==> src/rtl/rate_timer.sv <==
// Programmable-rate strobe timer with IDLE/RUN/HOLD control and a wrapping strobe counter.
// Optional runtime limit load is compiled in with the RATE_TIMER_LOAD_EN macro.
module rate_timer #(
  parameter int unsigned NB_COUNTER = 32,
  parameter int unsigned NB_SEL     = 2,
  parameter int unsigned BASE_SHIFT = 10,
  parameter int unsigned NB_TICKS   = 8
) (
  input  logic                  clock,
  input  logic                  i_reset,
  input  logic                  i_enable,
  input  logic                  i_mode,
  input  logic                  i_start,
  input  logic [NB_SEL-1:0]     i_sel,
`ifdef RATE_TIMER_LOAD_EN
  input  logic                  i_load,
  input  logic [NB_COUNTER-1:0] i_limit,
`endif
  output logic                  o_valid,
  output logic                  o_busy,
  output logic [NB_TICKS-1:0]   o_ticks
);

  localparam int unsigned NbEntries = 2 ** NB_SEL;

  typedef enum logic [1:0] {StIdle, StRun, StHold} state_e;

  state_e                state_q, state_d;
  logic [NB_COUNTER-1:0] count_q, count_d;
  logic                  mode_q, mode_d;
  logic [NB_SEL-1:0]     sel_q, sel_d;
  logic                  valid_q, valid_d;
  logic [NB_TICKS-1:0]   ticks_q, ticks_d;

  logic [NB_COUNTER-1:0] table_limit;
  logic [NB_COUNTER-1:0] limit;
  logic                  clear;

  // Entry k of the rate table is 2**(NB_COUNTER-BASE_SHIFT-k)-1.
  always_comb begin
    table_limit = '0;
    for (int unsigned k = 0; k < NbEntries; k++) begin
      if (sel_q == NB_SEL'(k)) begin
        table_limit = (NB_COUNTER'(1) << (NB_COUNTER - BASE_SHIFT - k)) - NB_COUNTER'(1);
      end
    end
  end

`ifdef RATE_TIMER_LOAD_EN
  logic [NB_COUNTER-1:0] limit_q, limit_d;
  logic                  ovr_q, ovr_d;

  always_comb begin
    limit_d = limit_q;
    ovr_d   = ovr_q;
    if (i_load) begin
      limit_d = i_limit;
      ovr_d   = 1'b1;
    end
  end

  always_ff @(posedge clock or negedge i_reset) begin
    if (!i_reset) begin
      limit_q <= '0;
      ovr_q   <= 1'b0;
    end else begin
      limit_q <= limit_d;
      ovr_q   <= ovr_d;
    end
  end

  assign limit = ovr_q ? limit_q : table_limit;
  assign clear = (i_sel != sel_q) || i_load;
`else
  assign limit = table_limit;
  assign clear = (i_sel != sel_q);
`endif

  // HOLD behaves as a paused RUN: a cycle with enable high counts from either state.
  always_comb begin
    state_d = state_q;
    count_d = count_q;
    mode_d  = mode_q;
    sel_d   = i_sel;
    valid_d = 1'b0;
    ticks_d = ticks_q;
    unique case (state_q)
      StIdle: begin
        count_d = '0;
        if (i_enable && (!i_mode || i_start)) begin
          state_d = StRun;
          mode_d  = i_mode;
        end
      end
      StRun, StHold: begin
        state_d = i_enable ? StRun : StHold;
        if (clear) begin
          count_d = '0;
        end else if (i_enable) begin
          if (count_q >= limit) begin
            count_d = '0;
            valid_d = 1'b1;
            ticks_d = ticks_q + NB_TICKS'(1);
            if (mode_q) begin
              state_d = StIdle;
            end
          end else begin
            count_d = count_q + NB_COUNTER'(1);
          end
        end
      end
      default: begin
        state_d = StIdle;
        count_d = '0;
      end
    endcase
  end

  always_ff @(posedge clock or negedge i_reset) begin
    if (!i_reset) begin
      state_q <= StIdle;
      count_q <= '0;
      mode_q  <= 1'b0;
      sel_q   <= '0;
      valid_q <= 1'b0;
      ticks_q <= '0;
    end else begin
      state_q <= state_d;
      count_q <= count_d;
      mode_q  <= mode_d;
      sel_q   <= sel_d;
      valid_q <= valid_d;
      ticks_q <= ticks_d;
    end
  end

  assign o_valid = valid_q;
  assign o_busy  = (state_q != StIdle);
  assign o_ticks = ticks_q;

endmodule

==> config.mk <==
export PLATFORM = sky130hd
export DESIGN_NAME = rate_timer
export DESIGN_NICKNAME = d
export VERILOG_FILES = /design/src/rtl/rate_timer.sv
export SDC_FILE = /design/constraint.sdc
export NUM_CORES = 1
export LEC_CHECK = 0
export ABC_AREA = 1
export CAP_MARGIN = 20
export CORE_MARGIN = 1
export CORE_UTILIZATION = 60
export DETAILED_ROUTE_END_ITERATION = 8
export DONT_BUFFER_PORTS = 1
export PLACE_DENSITY = 0.79
export SYNTH_ARGS = -nofsm -noshare
export SYNTH_HDL_FRONTEND = slang
export SYNTH_SLANG_ARGS = --single-unit
==> constraint.sdc <==
create_clock -name clock -period 6 [get_ports clock]
set_input_delay 1.5 -clock clock [delete_from_list [all_inputs] [get_ports clock]]
set_output_delay 1.5 -clock clock [all_outputs]
set_load 0.02 [all_outputs]
==> Flow_metrics.wiki, run 1 <==
{| class="wikitable"
! Metric !! Value
|-
| Worst EP arrival || 3240 ps
|-
| Routability-driven placement congestion ratio || 0.806
|-
| Vias in the first global route || 1847
|-
| Flop pwr share || 0.510
|-
| Worst R2R Setup Slack || 3500 ps
|-
| Die height || 68.7 um
|-
| Critical Path Fanout Max || 22
|-
| Placement row count || 23
|-
| Number of standard cells after synthesis || 313
|-
| Cell total after placement || 357
|-
| Number of H-tree branching levels || 2
|-
| Antenna-violating nets left || 0
|-
| Io pins || 17
|-
| Number of CTS-inserted buffers || 5
|-
| Leftover overflow at the end of global routing || 0
|-
| Post-DR wirelength/cell || 13.0 um
|-
| Cells along the critical path || xnor2_1 -> nand2_1 -> nor2_1 -> inv_1 -> o21ai_0
|-
| Share of async-settable or async-resettable flops after synthesis || 1.00
|-
| Worst-path cell with the longest stage delay || sky130_fd_sc_hd__inv_1
|-
| Detailed router's first-iteration violation count || 145
|-
| Post-Synthesis Net Count || 328
|-
| Number of instances resized during post-cts repair || 0
|-
| Synth unique cells || 32
|-
| Power dissipated by switching net loads || 0.177 mW
|-
| Overall routed net length || 4730 um
|-
| Top cell types by occurrence after synthesis || sky130_fd_sc_hd__nand2_1 (77), sky130_fd_sc_hd__dfrtp_1 (46), sky130_fd_sc_hd__inv_1 (42)
|-
| Antenna diode count || 0
|-
| Final slew viol count || 0
|-
| Setup repair bufs after CTS || 0
|-
| Average cell area after synthesis || 8.53 um^2
|-
| Count of input and output buffers || 0
|-
| Net Sw Frac || 0.273
|-
| Pin count of the biggest net entering global routing || 47
|-
| Leakage power of the design || 1.20 nW
|-
| Post-synthesis instance area || 0.00267 mm^2
|-
| Number of buffers and inverters on the critical path || 1
|-
| Maximum clock path buffer count || 2
|-
| Power density cells || 232 mW/mm^2
|-
| Leading post-synthesis cells by cell area || sky130_fd_sc_hd__dfrtp_1 (43%), sky130_fd_sc_hd__nand2_1 (11%), sky130_fd_sc_hd__inv_1 (5.9%)
|-
| Endpoint of the most critical register-to-register path || count_q[7]$_DFFE_PN0P_
|-
| Number of endpoints failing setup at the final stage || 0
|-
| CTS root buffer || sky130_fd_sc_hd__clkbuf_8
|-
| Count leader, synth || sky130_fd_sc_hd__nand2_1
|-
| Effective utilization at floorplan || 0.645
|-
| Clk_skew || 8.80 ps
|-
| Logic depth of the worst setup path including buffers || 5
|-
| Overall power after layout || 0.648 mW
|-
| Worst flop-to-flop path startpoint || state_q[0]$_DFFE_PN0P_
|-
| Summed negative setup slack over all endpoints || 0 ps
|-
| Hold Crit Endpoint || count_q[23]$_DFFE_PN0P_
|-
| Residual DRC || 0
|-
| RSZ-0062 raised after global routing || false
|-
| Area delta synth->final || 4.54%
|-
| Top FF cell, synth || sky130_fd_sc_hd__dfrtp_1
|-
| Total global routing track utilization || 0.238
|-
| Design internal power || 0.471 mW
|-
| Startpoint types || input port
|-
| Fraction of post-synthesis cell area in the top cell type by area || 0.431
|-
| Data required, critical path || 6210 ps
|-
| Post-DP HPWL || 3430 um
|-
| Power share of the clock group || 0.356
|-
| Net count, final || 329
|-
| Hold-fix buffers at CTS || 0
|-
| Worst Hold Depth || 2
|-
| Num Clock Sinks || 46
|-
| Logic gate share of total power || 0.134
|-
| Share of layout cells above drive strength 1 || 0.156
|-
| Drt first pass iters || 4
|-
| Antenna violations before repair || 0
|-
| Final standard cell count with taps included and fillers excluded || 365
|-
| Worst-Margin Slew || 865 ps
|-
| Hold Startpoint || count_q[23]$_DFFE_PN0P_
|-
| Horizontal extent of the die || 68.7 um
|-
| Clock transition at the register clock pins on the worst setup and hold paths after CTS || 90 ps
|-
| Share of the yosys chip area belonging to registers || 0.431
|-
| Clock latency reported for the late side of the worst-skew pair || 300 ps
|-
| Count of final hold-check violations || 0
|-
| TritonCTS clock tree || built
|-
| Setup Crit Path Kind || input port to register
|-
| Run status || finished clean
|-
| Worst vdd rail ir drop || 0.000163 V
|-
| Post-layout minimum cycle time || 3030 ps
|-
| Kind of cell adding the most delay to the critical path || simple AND/OR/NAND/NOR gates
|-
| Worst setup EP type || register
|-
| Dominant cell type by area after synthesis || sky130_fd_sc_hd__dfrtp_1
|-
| Peak clock frequency supported by timing || 330 MHz
|-
| Yosys warning count || 0
|-
| Max capacitance violation total || 0
|-
| Worst-case headroom to the max-slew limit || 0.423
|-
| Core region area || 0.00414 mm^2
|-
| Worst r2r path cells || 8
|-
| Biggest cell delay along the critical path || 600 ps
|-
| Class of the tightest hold or removal check || register to register
|-
| Seq cells post-synth || 46
|-
| Number of enable-type register cells in the synthesized netlist || 0
|-
| Number of vias in the routed layout || 1930
|-
| Avg Vias per Cell || 5.29
|-
| Global-route wire length before repair || 8190 um
|-
| Floorplan die area || 0.00472 mm^2
|-
| Post-route clock period utilization || 0.505
|}
[power groups by stage]
stage               Sequential [mW]  Clock [mW]  Combinational (mW)
floorplan                     0.335           0              0.0815
global placement              0.336           0              0.0859
detailed placement            0.336           0              0.0878
CTS                           0.331       0.236              0.0879
global route                  0.332       0.245               0.101
finish                        0.330       0.230              0.0869
[metrics by stage]
stage / utilization / setup slack (ps) / hold WS, ps / area [um^2]
after global placement: 0.647 / 2750 / 482 / 2680
final: 0.674 / 2970 / 497 / 2790
after global routing: 0.674 / 2690 / 514 / 2790
after CTS: 0.674 / 2960 / 499 / 2790
after floorplan: - / 3610 / 473 / 2670
after detailed placement: 0.647 / 2660 / 486 / 2680
[registers in the layout (all words and copies together), names as in the netlist]
register	cells
o_ticks	8
o_valid	1
sel_q	2
state_q	2
mode_q	1
count_q	32
[worst register-to-register path, delay by kind of cell, from the launching register on]
family          cells  cell delay [ps]
compound gates      1              300
fa+ha+maj           1              290
buf+inv             4              760
flops               1              390
simple gates        2              670
[cell families after synthesis]
kind of cell	Yosys count	share of synthesized area
simple gates	156	0.274
buf+inv	51	0.0852
flops	46	0.431
xor+xnor	22	0.0721
fa+ha+maj	8	0.0375
compound gates	30	0.0998
[layout by cell type, fill, tap and decap left out, types with 3 or more instances in the layout]
cell / Yosys / layout
sky130_fd_sc_hd__nand2_1: 77 / 77
sky130_fd_sc_hd__dfrtp_1: 46 / 46
sky130_fd_sc_hd__inv_1: 42 / 42
sky130_fd_sc_hd__nor2_1: 34 / 34
sky130_fd_sc_hd__nand3_1: 14 / 14
sky130_fd_sc_hd__xor2_1: 14 / 14
sky130_fd_sc_hd__o22ai_2: 11 / 11
sky130_fd_sc_hd__o21ai_2: 9 / 9
sky130_fd_sc_hd__xnor2_1: 8 / 8
sky130_fd_sc_hd__ha_1: 8 / 8
sky130_fd_sc_hd__nand4_1: 6 / 6
sky130_fd_sc_hd__o21ai_0: 6 / 6
sky130_fd_sc_hd__clkbuf_8: 0 / 5
sky130_fd_sc_hd__nand2_2: 4 / 4
sky130_fd_sc_hd__nor2_4: 4 / 4
sky130_fd_sc_hd__nor3_1: 4 / 4
sky130_fd_sc_hd__nor2_2: 3 / 3
sky130_fd_sc_hd__nand2_4: 3 / 3
[layer usage]
layer | routed length [um] | track usage | part of all wire
met4 | 52 | 0.0842 | 0.011
met1 | 2230 | 0.314 | 0.47
met2 | 2270 | 0.390 | 0.48
met3 | 176 | 0.0461 | 0.037
met5 | 0 | 0 | 0
[worst max path at each step]
| stage | from | to | slack [ps] |
|---|---|---|---|
| 6_report | i_sel[0] | count_q[7]$_DFFE_PN0P_ | 2970 |
| 4_1_cts | i_sel[0] | count_q[4]$_DFFE_PN0P_ | 2960 |
| 5_1_grt | i_sel[1] | count_q[4]$_DFFE_PN0P_ | 2690 |
| 3_3_place_gp | i_sel[0] | count_q[7]$_DFFE_PN0P_ | 2750 |
| 3_5_place_dp | i_sel[0] | count_q[4]$_DFFE_PN0P_ | 2660 |
| 2_1_floorplan | i_sel[0] | count_q[17]$_DFFE_PN0P_ | 3610 |
[layout make-up]
| class | count | area, um^2 |
|---|---|---|
| sequential | 46 | 1150 |
| tap | 50 | 62.6 |
| fill | 349 | 1350 |
| clock inverter | 2 | 37.5 |
| multi-input combinational | 216 | 1290 |
| inverter | 45 | 176 |
| clock buffer | 6 | 72.6 |
(Power assumes the default switching activity.)
==> run 2, diff against run 1 <==
--- a/config.mk
+++ b/config.mk
@@ -8,10 +8,10 @@
 export ABC_AREA = 1
 export CAP_MARGIN = 20
 export CORE_MARGIN = 1
-export CORE_UTILIZATION = 60
+export CORE_UTILIZATION = 57
 export DETAILED_ROUTE_END_ITERATION = 8
 export DONT_BUFFER_PORTS = 1
-export PLACE_DENSITY = 0.79
+export PLACE_DENSITY = 0.78
 export SYNTH_ARGS = -nofsm -noshare
 export SYNTH_HDL_FRONTEND = slang
 export SYNTH_SLANG_ARGS = --single-unit
==> constraint.sdc (replaced) <==
create_clock -name clock -period 2.55 [get_ports clock]
set_input_delay 0.6375 -clock clock [delete_from_list [all_inputs] [get_ports clock]]
set_output_delay 0.6375 -clock clock [all_outputs]
set_load 0.02 [all_outputs]
==> Flow_metrics.wiki, run 2 (same netlist as run 1, synthesis figures left out) <==
{| class="wikitable"
! Metric !! Value
|-
| Run status || finished clean (unchanged)
|-
| Io pins || 17 (unchanged)
|-
| Final Util || 0.645 (was 0.674)
|-
| Post-layout minimum cycle time || 2140 ps
|-
| Highest-count cells in the layout ignoring fill and taps || sky130_fd_sc_hd__nand2_1 (77), sky130_fd_sc_hd__dfrtp_1 (46), sky130_fd_sc_hd__inv_1 (42) (unchanged)
|-
| Worst EP arrival || 2300 ps (was 3240 ps)
|-
| Floorplan die area || 0.00496 mm^2 (was 0.00472 mm^2)
|-
| Setup repair bufs after CTS || 0 (unchanged)
|-
| Worst setup EP type || register (unchanged)
|-
| Data required, critical path || 2710 ps (was 6210 ps)
|-
| Number of CTS-inserted buffers || 5 (unchanged)
|-
| Startpoint types || register (was input port)
|-
| Drt first pass iters || 5 (was 4)
|-
| Number of vias in the routed layout || 1981 (was 1930)
|-
| Overall routed net length || 4960 um (was 4730 um)
|-
| Pre-CTS setup slack || 455 ps (was 2660 ps)
|-
| Setup Crit Path Kind || register to register (was input port to register)
|-
| Power density cells || 586 mW/mm^2 (was 232 mW/mm^2)
|-
| Number of H-tree branching levels || 2 (unchanged)
|-
| Clk_skew || 8.36 ps (was 8.80 ps)
|-
| Avg Vias per Cell || 5.35 (was 5.29)
|-
| Worst-Margin Slew || 915 ps (was 865 ps)
|-
| RSZ-0062 raised after global routing || false (unchanged)
|-
| Register ranked first by flip-flop count || count_q (unchanged)
|-
| Net count, final || 332 (was 329)
|-
| Routability-driven placement congestion ratio || 0.853 (was 0.806)
|-
| TritonCTS clock tree || built (unchanged)
|-
| Clock latency reported for the late side of the worst-skew pair || 310 ps (was 300 ps)
|-
| Largest register FFs || 32 (unchanged)
|-
| Worst setup path start || sel_q[1]$_DFF_PN0_ (was i_sel[0])
|-
| Share of layout cells above drive strength 1 || 0.164 (was 0.156)
|-
| Horizontal extent of the die || 70.5 um (was 68.7 um)
|-
| Post-route setup slack || 411 ps (was 2970 ps)
|-
| Critical Path Fanout Max || 20 (was 22)
|-
| Worst vdd rail ir drop || 0.000521 V (was 0.000163 V)
|-
| Peak clock frequency supported by timing || 468 MHz
|-
| Core region area || 0.00444 mm^2 (was 0.00414 mm^2)
|-
| Count of input and output buffers || 0 (unchanged)
|-
| Class of the tightest hold or removal check || input port to async pin (was register to register)
|-
| Worst hold slack || 21.0 ps (was 497 ps)
|-
| Placement row count || 24 (was 23)
|-
| Area delta synth->final || 7.26% (was 4.54%)
|-
| Worst-case headroom to the max-slew limit || 0.389 (was 0.423)
|-
| Post-DP HPWL || 3380 um (was 3430 um)
|-
| Residual DRC || 0 (unchanged)
|-
| Summed negative setup slack over all endpoints || 0 ps (unchanged)
|-
| Total global routing track utilization || 0.220 (was 0.238)
|-
| Die height || 70.5 um (was 68.7 um)
|-
| Antenna diode count || 0 (unchanged)
|-
| Clock transition at the register clock pins on the worst setup and hold paths after CTS || 80 ps (was 90 ps)
|-
| Pin count of the biggest net entering global routing || 47 (unchanged)
|-
| Num Clock Sinks || 46 (unchanged)
|-
| Most common cell after layout, fill and taps aside || sky130_fd_sc_hd__nand2_1 (unchanged)
|-
| Global-route wire length before repair || 8490 um (was 8190 um)
|-
| Number of endpoints failing setup at the final stage || 0 (unchanged)
|-
| Overall power after layout || 1.68 mW (was 0.648 mW)
|-
| Count of final hold-check violations || 0 (unchanged)
|-
| Detailed router's first-iteration violation count || 131 (was 145)
|-
| Antenna-violating nets left || 0 (unchanged)
|-
| Leftover overflow at the end of global routing || 0 (unchanged)
|-
| Post-route clock period utilization || 0.839
|-
| Final slew viol count || 0 (unchanged)
|-
| Maximum clock path buffer count || 2 (unchanged)
|-
| CTS root buffer || sky130_fd_sc_hd__clkbuf_8 (unchanged)
|-
| Max capacitance violation total || 0 (unchanged)
|-
| Number of instances resized during post-cts repair || 0 (unchanged)
|-
| Effective utilization at floorplan || 0.601 (was 0.645)
|-
| Leakage power of the design || 1.23 nW (was 1.20 nW)
|-
| Hold-fix buffers at CTS || 0 (unchanged)
|-
| Vias in the first global route || 1843 (was 1847)
|-
| Antenna violations before repair || 0 (unchanged)
|-
| Worst flop-to-flop path startpoint || sel_q[1]$_DFF_PN0_ (was state_q[0]$_DFFE_PN0P_)
|-
| Post-DR wirelength/cell || 13.4 um (was 13.0 um)
|}
-- run 2: final timing paths --
check | endpoint | slack [ps] | depth (start not counted)
worst max-delay path | count_q[12]$_DFFE_PN0P_ | 410 | 11
worst max register to register | count_q[12]$_DFFE_PN0P_ | 410 | 11
worst min register to register | count_q[27]$_DFFE_PN0P_ | 500 | 2
min in group clock | sel_q[1]$_DFF_PN0_ | 360 | 0
worst min-delay path | mode_q$_DFFE_PN0P_ | 20 | 0
max in group asynchronous | count_q[29]$_DFFE_PN0P_ | 1780 | 1
-- run 2: report_power, final --
part           internal [mW]  leakage, nW  switching, mW  total [mW]
logic                 0.0664        0.535          0.163       0.229
clock network          0.418       0.0714          0.255       0.673
registers              0.756        0.628         0.0214       0.778
total                   1.24         1.23          0.439        1.68
-- run 2: stage by stage --
stage | area, um^2 | instances
2_1_floorplan | 2670 | 313
5_1_grt | 2870 | 370
3_5_place_dp | 2690 | 360
4_1_cts | 2840 | 368
6_report | 2870 | 370
3_3_place_gp | 2690 | 360
-- run 2: cell type report --
cell class / instances / area [um^2]
clock buffer: 6 / 82.6
clock inverter: 2 / 60.1
fill: 369 / 1580
inverter: 45 / 176
multi-input combinational: 216 / 1290
sequential: 46 / 1150
tap: 52 / 65.1
timing repair buffer: 3 / 37.5
-- run 2: per-layer routing --
layer / up-vias / wire length, um / part of all wire / global-route usage
met2: 40 / 2450 / 0.49 / 0.362
met1: 939 / 2240 / 0.45 / 0.283
li1: 996 / - / - / -
met4: 0 / 68 / 0.014 / 0.0658
met3: 6 / 198 / 0.040 / 0.0592
met5: - / 0 / 0 / 0
-- run 2: critical path: stages (launching register included) --
cell and delay, ps:
sky130_fd_sc_hd__dfrtp_1 420, sky130_fd_sc_hd__or2_2 310, sky130_fd_sc_hd__ha_1 300, sky130_fd_sc_hd__nand2_1 70
sky130_fd_sc_hd__inv_1 70, sky130_fd_sc_hd__nand3_1 70, sky130_fd_sc_hd__nor2_1 140, sky130_fd_sc_hd__nand2_2 80
sky130_fd_sc_hd__nand2_4 90, sky130_fd_sc_hd__inv_4 50, sky130_fd_sc_hd__nand2_4 280, sky130_fd_sc_hd__o22ai_2 100
